File: config.mk
export PLATFORM = sky130hd
export DESIGN_NAME = inst_fetch_queue
export DESIGN_NICKNAME = d
export VERILOG_FILES = /design/src/rtl/inst_fetch_queue.sv
export SDC_FILE = /design/constraint.sdc
export NUM_CORES = 1
export LEC_CHECK = 0
export ABC_AREA = 1
export CAP_MARGIN = 10
export CELL_PAD_IN_SITES_DETAIL_PLACEMENT = 0
export CELL_PAD_IN_SITES_GLOBAL_PLACEMENT = 1
export CORE_ASPECT_RATIO = 0.75
export CORE_MARGIN = 1.5
export CORE_UTILIZATION = 40
export CTS_BUF_LIST = sky130_fd_sc_hd__clkbuf_2
export DETAILED_ROUTE_END_ITERATION = 8
export GPL_TIMING_DRIVEN = 0
export PLACE_DENSITY = 0.81
export SYNTH_ARGS = -nofsm -noshare
export SYNTH_HDL_FRONTEND = slang
export SYNTH_SLANG_ARGS = --single-unit
File: constraint.sdc
create_clock -name clk -period 4.9 [get_ports clk]
set_input_delay 0.735 -clock clk [delete_from_list [all_inputs] [get_ports clk]]
set_output_delay 0.735 -clock clk [all_outputs]
set_load 0.05 [all_outputs]
File: src/rtl/inst_fetch_queue.sv
// inst_fetch_queue: fetch front-end driving a 1-cycle synchronous instruction ROM.
// Holds the PC, tracks one in-flight ROM read, and buffers {addr, inst} pairs in a
// DEPTH-entry FIFO whose head is presented to ID with a valid/stall handshake.
// A redirect flushes the FIFO and the in-flight read and restarts fetch at a new PC.
// Ports:
//   clk, rst                  clock (rising edge), asynchronous active-high reset
//   rom_en, rom_addr          fetch request and address (address = PC register)
//   rom_inst                  ROM data, valid the cycle after rom_en
//   redirect_en/_addr         flush and restart fetch at redirect_addr
//   stall                     ID cannot accept the head this cycle
//   id_valid/_addr/_inst      head entry; addr/inst forced to 0 when empty
//   fifo_count                occupied FIFO entries
// Build option FETCH_PERF_EN adds perf_bubble_cnt (cycles with id_valid=0) and
// perf_flush_cnt (redirect cycles), both 32-bit saturating, cleared by rst.
module inst_fetch_queue #(
    parameter int                    ADDR_WIDTH = 32,
    parameter int                    INST_WIDTH = 32,
    parameter int                    DEPTH      = 4,
    parameter logic [ADDR_WIDTH-1:0] RESET_PC   = '0,
    parameter int                    PC_STEP    = 4
) (
    input  logic                    clk,
    input  logic                    rst,
    output logic                    rom_en,
    output logic [ADDR_WIDTH-1:0]   rom_addr,
    input  logic [INST_WIDTH-1:0]   rom_inst,
    input  logic                    redirect_en,
    input  logic [ADDR_WIDTH-1:0]   redirect_addr,
    input  logic                    stall,
    output logic                    id_valid,
    output logic [ADDR_WIDTH-1:0]   id_addr,
    output logic [INST_WIDTH-1:0]   id_inst,
    output logic [$clog2(DEPTH):0]  fifo_count
`ifdef FETCH_PERF_EN
    ,
    output logic [31:0]             perf_bubble_cnt,
    output logic [31:0]             perf_flush_cnt
`endif
);

    localparam int PW = $clog2(DEPTH);
    localparam int CW = PW + 1;
    localparam logic [CW:0] LP_DEPTH = (CW+1)'(DEPTH);

    logic [ADDR_WIDTH-1:0] r_pc;
    logic                  r_inflight;
    logic [ADDR_WIDTH-1:0] r_inflight_addr;
    logic [PW-1:0]         r_rd_ptr;
    logic [PW-1:0]         r_wr_ptr;
    logic [CW-1:0]         r_count;
    logic [ADDR_WIDTH-1:0] r_mem_addr [DEPTH];
    logic [INST_WIDTH-1:0] r_mem_inst [DEPTH];

    logic                  w_valid;
    logic                  w_pop;
    logic                  w_push;
    logic                  w_issue;
    logic [CW:0]           w_occ;

    assign w_valid = (r_count != '0);
    assign w_pop   = w_valid & ~stall & ~redirect_en;
    assign w_push  = r_inflight & ~redirect_en;

    // Credit check: entries held plus the read in flight, minus the one
    // leaving this cycle, must leave room for the read issued now.
    assign w_occ   = {1'b0, r_count}
                   + {{CW{1'b0}}, r_inflight}
                   - {{CW{1'b0}}, w_pop};
    assign w_issue = ~rst & ~redirect_en & (w_occ < LP_DEPTH);

    assign rom_en     = w_issue;
    assign rom_addr   = r_pc;
    assign id_valid   = w_valid;
    assign id_addr    = w_valid ? r_mem_addr[r_rd_ptr] : '0;
    assign id_inst    = w_valid ? r_mem_inst[r_rd_ptr] : '0;
    assign fifo_count = r_count;

    always_ff @(posedge clk or posedge rst) begin
        if (rst) begin
            r_pc            <= RESET_PC;
            r_inflight      <= 1'b0;
            r_inflight_addr <= '0;
            r_rd_ptr        <= '0;
            r_wr_ptr        <= '0;
            r_count         <= '0;
        end else if (redirect_en) begin
            // The ROM response due next cycle belongs to the old path.
            r_pc       <= redirect_addr;
            r_inflight <= 1'b0;
            r_rd_ptr   <= '0;
            r_wr_ptr   <= '0;
            r_count    <= '0;
        end else begin
            r_inflight <= w_issue;
            if (w_issue) begin
                r_inflight_addr <= r_pc;
                r_pc            <= r_pc + ADDR_WIDTH'(PC_STEP);
            end
            if (w_push) begin
                r_wr_ptr <= r_wr_ptr + 1'b1;
            end
            if (w_pop) begin
                r_rd_ptr <= r_rd_ptr + 1'b1;
            end
            r_count <= r_count + {{(CW-1){1'b0}}, w_push}
                               - {{(CW-1){1'b0}}, w_pop};
        end
    end

    // Storage needs no reset: entries are only visible while counted.
    always_ff @(posedge clk) begin
        if (w_push) begin
            r_mem_addr[r_wr_ptr] <= r_inflight_addr;
            r_mem_inst[r_wr_ptr] <= rom_inst;
        end
    end

`ifdef FETCH_PERF_EN
    logic [31:0] r_bubble_cnt;
    logic [31:0] r_flush_cnt;

    always_ff @(posedge clk or posedge rst) begin
        if (rst) begin
            r_bubble_cnt <= '0;
            r_flush_cnt  <= '0;
        end else begin
            if (!w_valid && (r_bubble_cnt != '1)) begin
                r_bubble_cnt <= r_bubble_cnt + 32'd1;
            end
            if (redirect_en && (r_flush_cnt != '1)) begin
                r_flush_cnt <= r_flush_cnt + 32'd1;
            end
        end
    end

    assign perf_bubble_cnt = r_bubble_cnt;
    assign perf_flush_cnt  = r_flush_cnt;
`endif

endmodule

# --- After elaboration in Yosys (flattened, before gate mapping) ---
# Memories as Yosys holds them, arrays and structs flattened.
# Cells that the tools add are included.
classes:
  addsub: 7
  n_lt_le_gt_ge: 1
  muxes: 12
  bitwise: 8
  n_reduce_logical: 5
op_table:
  columns: ["cell", "count"]
  rows:
  - ["32-bit two-way mux", 4]
  - ["32-bit by 3-bit adder with 32-bit output (second input constant)", 1]
  - ["2-bit two-way mux", 4]
  - ["2-bit nonzero test", 3]
  - ["1-bit bitwise AND", 5]
  - ["2-bit by 1-bit adder with 2-bit output (second input constant)", 2]
  - ["3-bit by 1-bit adder with 4-bit output", 1]
  - ["4-bit by 3-bit < comparator with 1-bit output (second input constant)", 1]
  - ["4-bit by 1-bit subtractor with 4-bit output", 1]
  - ["3-bit by 1-bit adder with 3-bit output", 1]
  - ["1-bit two-way mux", 3]
  - ["3-bit two-way mux", 1]
  - ["1-bit NOT", 3]
  - ["3-bit nonzero test", 1]
  - ["3-bit by 1-bit subtractor with 3-bit output", 1]
  - ["2-bit AND reduction", 1]
word_totals:
  regBits: 72
  mem_bits_rw: 256
  input_bits: 68
  out_inout_bits: 101
  elab_cells: 41
  memories: 2
memory_table:
  columns: ["memory", "depth", "width", "rd", "rd_clocked_by_memory_dff", "write_ports", "line_no", "source"]
  rows:
  - ["r_mem_addr", 4, 32, 1, 0, 1, "51", "logic [ADDR_WIDTH-1:0] r_mem_addr [DEPTH];"]
  - ["r_mem_inst", 4, 32, 1, 0, 1, "52", "logic [INST_WIDTH-1:0] r_mem_inst [DEPTH];"]

# --- Longest topological paths before layout ---
depth:
  depth_word: 8
  mapped_depth: 16
  mapped_depth_nobuf: 15

# --- Worst setup path before layout ---
# OpenSTA, ideal clock, no wires.
synth_timing:
  path_type: "input -> register"
  startpoint: "input port redirect_en"
  endpoint: "memory r_mem_addr[0][0], enable pin"
  setup_time_ns: 0.487
  t_arrival_ns: 3.927
  path_slack_ns: 0.486
  cell_stages: 4
  path_cell_list: "inv_1 clkbuf_1 nand2_1 nor2_1"
synth_between:
  elab_chain_len: 4
synth_rtl:
  columns: ["item", "line_no", "source"]
  rows:
  - ["from (decl)", "27", "input logic redirect_en,"]
  - ["1-bit NOT (no line)", null, null]
  - ["1-bit bitwise AND", "62", "assign w_push = r_inflight & ~redirect_en;"]
  - ["1-bit two-way mux", "112", "if (w_push) begin"]
  - ["1-bit two-way mux (not written as such)", "113", "r_mem_addr[r_wr_ptr] <= r_inflight_addr;"]
  - ["to (decl)", "51", null]
# No other way between the ends.

# --- Final worst setup path ---
layout_timing:
  startpoint: "register r_rd_ptr[0]"
  endpoint: "output port id_addr[10]"
layout_between:
  elab_chain_len: 2
layout_rtl:
  columns: ["item", "line_no", "source"]
  rows:
  - ["from (decl)", "48", "logic [PW-1:0] r_rd_ptr;"]
  - ["from (signal assigned)", "103", "r_rd_ptr <= r_rd_ptr + 1'b1;"]
  - ["memory 4 x 32 bit", null, null]
  - ["32-bit two-way mux", "74", "assign id_addr = w_valid ? r_mem_addr[r_rd_ptr] : '0;"]
  - ["to (decl)", "31", "output logic [ADDR_WIDTH-1:0] id_addr,"]
# No other way between the ends.

==> results.txt <==
* Total via count in the routed design: 10474
- Derived from the worst setup path, the maximum achievable clock frequency is 214 MHz.
- Type of the worst min-delay path: in -> async
* Global routing usage on met1: 0.298
- Post-CTS Setup Bufs: 0
- Row cnt: 59
- The total area inside the core boundary comes to 34700 um2.
- Clock transition at path regs: 0.12 ns
- Pin placement for this block handled 169 I/O pins.
* Critical path, cell by cell: clkbuf_1, clkbuf_1, clkbuf_1, nor2_1, nor2_1, o21ai_0, a21oi_1, clkdlybuf4s50_1
- Timing analysis after detailed placement gives a worst setup slack of 0.492 ns.
* GRT Overall Usage: 0.209
* Post-layout nets: 1667
- Number of cells after detailed placement: 1964
- Most frequent cell on the critical path: sky130_fd_sc_hd__clkbuf_1
- The initial antenna violation count was 1.
- Y dimension of the die: 165 um
- Before antenna repair, the detailed router went through 5 iterations.
* Global placement routability congestion: 0.837
- In the post-route analysis, the smallest setup slack over all paths is 0.229 ns.
* Routed length per placed instance: 17.7 um
- Clock skew after layout: 0.0759 ns
* Reported max-cap violation count: 0
- TritonCTS clock tree: yes
- Classification of the worst setup path: reg -> out
* Final hold violation count: 0
- Critical Path AT: 3.94 ns
- Summing every instance area after synthesis gives 14100 um2.
- GRT Max-Usage Layer: met2
- Async SR Flop Fraction: 0.220
- At the pin with the least slew margin, the transition time is 0.859 ns.
* Proportion of layout cells with a drive suffix above 1: 0.114
- HPWL Detailed: 25.4 mm
* Headroom to the max-slew limit: 0.427
- Synthesized netlist net count: 1407
- Entering global routing, the biggest net connects 69 pins.
- Cell chosen for the clock root: sky130_fd_sc_hd__clkbuf_2
* CP max FO: 10
* Number of vias per cell after detailed routing: 4.97
- Cell area reported after detailed placement: 16600 um2
- The count of nets left with antenna violations once routing finished came out at 0.
- For this run, the register share of the synthesized area comes to 0.674.
* Vias in the first global route: 10400
- Effective utilization at floorplan: 0.406
- Area Overhead vs Synth: 23.1%
- STA classifies the critical path startpoint as a flop.
- CP required: 4.16 ns
- In this run, CTS created clock tree buffers numbering 81.
- Post-route cell area: 17300 um2
* Pleak: 6.64 nW
* Run status: complete, no violations
* Die Outline Area: 36300 um2
* Buffers from clock root to sink, at most: 3
- Global routing finished with a remaining overflow of 0.
- Post-route clock period utilization: 0.953
- H-tree depth reported by CTS: 3
- CP max stage delay: 0.86 ns
- Kind of end point of the critical path: output pin
- The later pin in the worst-skew pair is clocked with a latency of 0.89 ns.
* Cell with the largest stage delay on the worst path: sky130_fd_sc_hd__clkdlybuf4s50_1
* Die extent in x: 220 um
- For met2 alone, demand over resource in global routing was 0.323.
- The first global-routing pass estimated 57.1 mm of wire.
- Syn. warnings: 0
- For this block, the routed nets add up to 37.4 mm of wire.
* Unrepaired setup endpoints after global routing: false
- Setup TNS: 0 ns
- Counting every sink on the clock net gives 328.
* Routing usage on met3: 0.0430
- The count of buffers added on input and output ports is 168.
* DRC marker count from the first detailed-route iteration: 765
- Counting every instance in the synthesized netlist gives 1330.
- Mean Syn Cell Area: 10.6 um2
* Largest voltage drop on the vdd net: 0.320 mV
* Resized cells post-CTS: 0
- EDFF count, synth: 256
- Setup violations remaining at the end of the flow were counted as 0.
* Synth Register Bits: 328
* Count of hold-fix buffers inserted at cts: 0
* Count of non-filler cells in the finished layout: 2108
* DRC: 0
* Final hold slack: 0.0947 ns
* Most used DFF post-synth: sky130_fd_sc_hd__edfxtp_1
- Power per cell area: 571 nW/um2
* Clock period minus worst slack: 4.67 ns
* Count of different cell masters after synthesis: 33
* Max Transition Viols Final: 0
-- flip-flops by register name (all words and copies together) (netlist names) --
register,count
r_wr_ptr,2
fifo_count,3
r_inflight,1
r_rd_ptr,2
rom_addr,32
r_inflight_addr,32
r_mem_inst,128
r_mem_addr,128
-- per-stage QoR --
stage	total power (W)	util
after floorplan	0.00650	-
after global placement	0.00804	0.471
after detailed placement	0.00811	0.477
after CTS	0.0100	0.499
after global routing	0.0105	0.499
final	0.00990	0.499
-- synth_stat cells, types with 8 or more instances --
library cell | n | area (um2)
sky130_fd_sc_hd__nor2_1 | 285 | 1070
sky130_fd_sc_hd__edfxtp_1 | 256 | 7690
sky130_fd_sc_hd__nand2_1 | 227 | 852
sky130_fd_sc_hd__o21ai_0 | 143 | 716
sky130_fd_sc_hd__dfrtp_1 | 72 | 1800
sky130_fd_sc_hd__a21oi_1 | 67 | 335
sky130_fd_sc_hd__inv_1 | 55 | 206
sky130_fd_sc_hd__clkbuf_1 | 40 | 150
sky130_fd_sc_hd__nand3_1 | 38 | 190
sky130_fd_sc_hd__buf_1 | 23 | 86.3
sky130_fd_sc_hd__o21ai_1 | 21 | 105
sky130_fd_sc_hd__xor2_1 | 18 | 158
sky130_fd_sc_hd__nand3_2 | 12 | 120
sky130_fd_sc_hd__nor3_1 | 11 | 55.1
sky130_fd_sc_hd__nand4_1 | 10 | 62.6
sky130_fd_sc_hd__o21ai_2 | 9 | 78.8
sky130_fd_sc_hd__ha_1 | 8 | 100
-- kinds of logic (layout without fill, tap and decap cells) --
| kind of cell | count (synthesis) | after routing | share of synthesized area |
|---|---|---|---|
| buffers and inverters | 133 | 453 | 0.0406 |
| AO/OA/AOI/OAI | 241 | 241 | 0.0882 |
| XOR/XNOR | 19 | 19 | 0.0118 |
| AND/OR/NAND/NOR | 600 | 600 | 0.177 |
| other | 0 | 1 | 0 |
| adder cells (fa/ha/maj) | 9 | 9 | 0.00853 |
| flip-flops | 328 | 328 | 0.674 |
-- critical path: cells and delay by family, from the launching register on --
family | cells | cell delay (ns)
flops | 1 | 0.39
compound gates | 2 | 0.40
buf+inv | 4 | 2.10
simple gates | 2 | 0.20
-- worst paths after layout --
path	depth (start not counted)	end	start	slack (ns)
max	8	id_addr[10]	r_rd_ptr[0]	0.23
min	2	rom_addr[0]	rst	0.09
max reg2reg	11	rom_addr[26]	rom_addr[2]	2.60
min reg2reg	0	r_mem_addr[3][10]	r_inflight_addr[10]	0.52
max in group asynchronous	3	r_inflight_addr[8]	rst	4.22
min in group clk	3	rom_addr[1]	redirect_addr[1]	0.42
-- where the power goes --
| group | total, W | switching, W | internal (W) |
|---|---|---|---|
| Sequential | 0.00385 | 0.000418 | 0.00343 |
| Clock | 0.00186 | 0.00107 | 0.000798 |
| Combinational | 0.00419 | 0.00295 | 0.00124 |
-- placed cells by master (no fill, tap or decap), types with 8 or more instances in the layout --
| cell | n |
|---|---|
| sky130_fd_sc_hd__nor2_1 | 281 |
| sky130_fd_sc_hd__edfxtp_1 | 256 |
| sky130_fd_sc_hd__nand2_1 | 227 |
| sky130_fd_sc_hd__clkdlybuf4s50_1 | 168 |
| sky130_fd_sc_hd__o21ai_0 | 143 |
| sky130_fd_sc_hd__clkbuf_2 | 122 |
| sky130_fd_sc_hd__dfrtp_1 | 72 |
| sky130_fd_sc_hd__a21oi_1 | 67 |
| sky130_fd_sc_hd__inv_1 | 54 |
| sky130_fd_sc_hd__nand3_1 | 38 |
| sky130_fd_sc_hd__clkbuf_1 | 37 |
| sky130_fd_sc_hd__buf_1 | 22 |
| sky130_fd_sc_hd__o21ai_1 | 21 |
| sky130_fd_sc_hd__clkinv_1 | 21 |
| sky130_fd_sc_hd__xor2_1 | 18 |
| sky130_fd_sc_hd__nand3_2 | 12 |
| sky130_fd_sc_hd__nor3_1 | 11 |
| sky130_fd_sc_hd__nand4_1 | 10 |
| sky130_fd_sc_hd__buf_12 | 9 |
| sky130_fd_sc_hd__o21ai_2 | 9 |
| sky130_fd_sc_hd__ha_1 | 8 |
-- area by class of cell --
type,instances,area [um2]
inverters,59,224
clock inverters,25,178
well taps,457,572
fillers,3215,17400
multi-input cells,869,4050
clock buffers,118,591
plain buffers,74,355
diodes,1,2.50
flip-flops and latches,328,9490
repair buffers,177,1870
-- routing by layer --
layer,routed length [um],vias to the layer above
met5,0,-
met4,513,0
met3,2520,46
met2,17100,359
met1,17300,4968
li1,-,5101
No activity file was read; power rests on OpenSTA's default activity.
==> patch: new RTL, same settings <==
Change the parameter `ADDR_WIDTH` from 32 to 16.
--- a/src/rtl/inst_fetch_queue.sv
+++ b/src/rtl/inst_fetch_queue.sv
@@ -13,7 +13,7 @@
 // Build option FETCH_PERF_EN adds perf_bubble_cnt (cycles with id_valid=0) and
 // perf_flush_cnt (redirect cycles), both 32-bit saturating, cleared by rst.
 module inst_fetch_queue #(
-    parameter int                    ADDR_WIDTH = 32,
+    parameter int                    ADDR_WIDTH = 16,
     parameter int                    INST_WIDTH = 32,
     parameter int                    DEPTH      = 4,
     parameter logic [ADDR_WIDTH-1:0] RESET_PC   = '0,
Ports: changed (resized id_addr, redirect_addr and rom_addr); port bits go from 169 to 121. No check against the original RTL was run, so the function may have changed too.
==> patch against the original RTL <==
Utilization up 0.85 points; wire length fell by 40%; synthesized area is 32% lower; synthesized cell count down 36%; worst setup slack improved by 0.19 ns; maximum frequency rose by 4.2%; design area is 32% lower; sequential cell count down 96; clock skew is 0.043 ns lower; total power fell by 34%; critical path type unchanged.
==> patch: results (changes against the original RTL) <==
| Metric | Value |
|---|---|
| Status | `finished, final reports clean (unchanged)` |
| Inserted Clock Buffers | `56 (was 81)` |
| Vias post-DR | `6682 (was 10474)` |
| Combinational gate power | `2800 uW (was 4190 uW)` |
| Storage cell area | `6770 um^2 (was 9490 um^2)` |
| Multi-input gates | `531 (was 869)` |
| Logic pwr share | `42.7% (was 42.3%)` |
| Core outline area | `23200 um^2 (was 34700 um^2)` |
| VDD IR max | `0.317 mV (was 0.320 mV)` |
| R2R setup slack | `2.71 ns (was 2.60 ns)` |
| First DRT Iteration DRCs | `425 (was 765)` |
| WP data arrival | `3.75 ns (was 3.94 ns)` |
| Ys async rst share | `17.2% (was 22.0%)` |
| Final cell count without fillers | `1373 (was 2108)` |
| Signal buf overhead | `13.4% (was 12.8%)` |
| Fillcell total | `2074 (was 3215)` |
| Reg power frac | `39.0% (was 38.8%)` |
| Multi-input logic area | `2450 um^2 (was 4050 um^2)` |
| Global-route wire length before repair | `34900 um (was 57100 um)` |
| R2R depth | `16 (was 11)` |
| IO buf count | `120 (was 168)` |
| GP Congestion | `0.772 (was 0.837)` |
| Post-Synth Adder-Cell Area | `1.26% (was 0.853%)` |
| Routed WL per cell | `16.3 um (was 17.7 um)` |
| Commonest cells in the synthesized netlist | `nor2_1, edfxtp_1, o21ai_0 (was nor2_1, edfxtp_1, nand2_1)` |
| Signal inverters | `38 (was 59)` |
| Tot GR Track Use | `18.4% (was 20.9%)` |
| Layout cells sized above 1 | `9.89% (was 11.4%)` |
| HPWL Detailed | `15000 um (was 25400 um)` |
| Vias in the first global route | `6546 (was 10400)` |
| Leak Pwr | `0.00441 uW (was 0.00664 uW)` |
| Cell variety after synth | `26 (was 33)` |
| DP Cell Count | `1275 (was 1964)` |
| EDFF count, synth | `192 (was 256)` |
| DP Worst Slack | `0.503 ns (was 0.492 ns)` |
| Mapped Nets | `909 (was 1407)` |
| Flops & latches, synth | `232 (was 328)` |
| End point of the critical path | `id_addr[6] (was id_addr[10])` |
| Worst-Margin Slew | `0.876 ns (was 0.859 ns)` |
| Clock-cell share of area | `4.11% (was 4.43%)` |
| Final net count | `1094 (was 1667)` |
| Compound-Gate Fraction of Synth Area | `9.17% (was 8.82%)` |
| Sequential share of cell area | `57.3% (was 54.8%)` |
| Sw frac | `43.9% (was 44.8%)` |
| Latest clock arrival within the worst-skew pair | `0.80 ns (was 0.89 ns)` |
| Clock Skew | `0.0330 ns (was 0.0759 ns)` |
| Hold_ws | `0.430 ns (was 0.0947 ns)` |
| Crit path largest cell delay | `0.88 ns (was 0.86 ns)` |
| Largest net degree at the start of global routing | `42 (was 69)` |
| Plain + repair buffers | `174 (was 251)` |
| Clock buffers | `74 (was 118)` |
| R2R Path End | `rom_addr[3] (was rom_addr[26])` |
| Final WS setup | `0.418 ns (was 0.229 ns)` |
| H-tree depth | `2 (was 3)` |
| XOR/XNOR share of the synthesized area | `1.01% (was 1.18%)` |
| Cells after synthesis | `848 (was 1330)` |
## patch: changes by cell type after synthesis, moves of 11 or more
cell / before / now
nand2_1: 227 / 92
nor2_1: 285 / 205
edfxtp_1: 256 / 192
o21ai_0: 143 / 110
dfrtp_1: 72 / 40
inv_1: 55 / 34
buf_1: 23 / 5
a21oi_1: 67 / 51
nand3_2: 12 / 1
## patch: logic make-up (layout without fill, tap and decap cells)
| family | after synthesis | after routing |
|---|---|---|
| and+or+nand+nor | 336 | 336 |
| other | 0 | 1 |
| xor gates and xnor gates | 11 | 11 |
| buffers and inverters | 85 | 309 |
| adders and majority gates | 9 | 9 |
| DFF | 232 | 232 |
| AOI/OAI and AO/OA | 175 | 175 |
## patch: routing by layer
layer  up-vias  global-route usage [%]  wire length (um)
li1       3304                       -                 -
met3        33                    3.59              1230
met2       199                    28.4             10100
met5         -                       0                 0
met4         0                    5.97               358
met1      3146                    26.4             10700
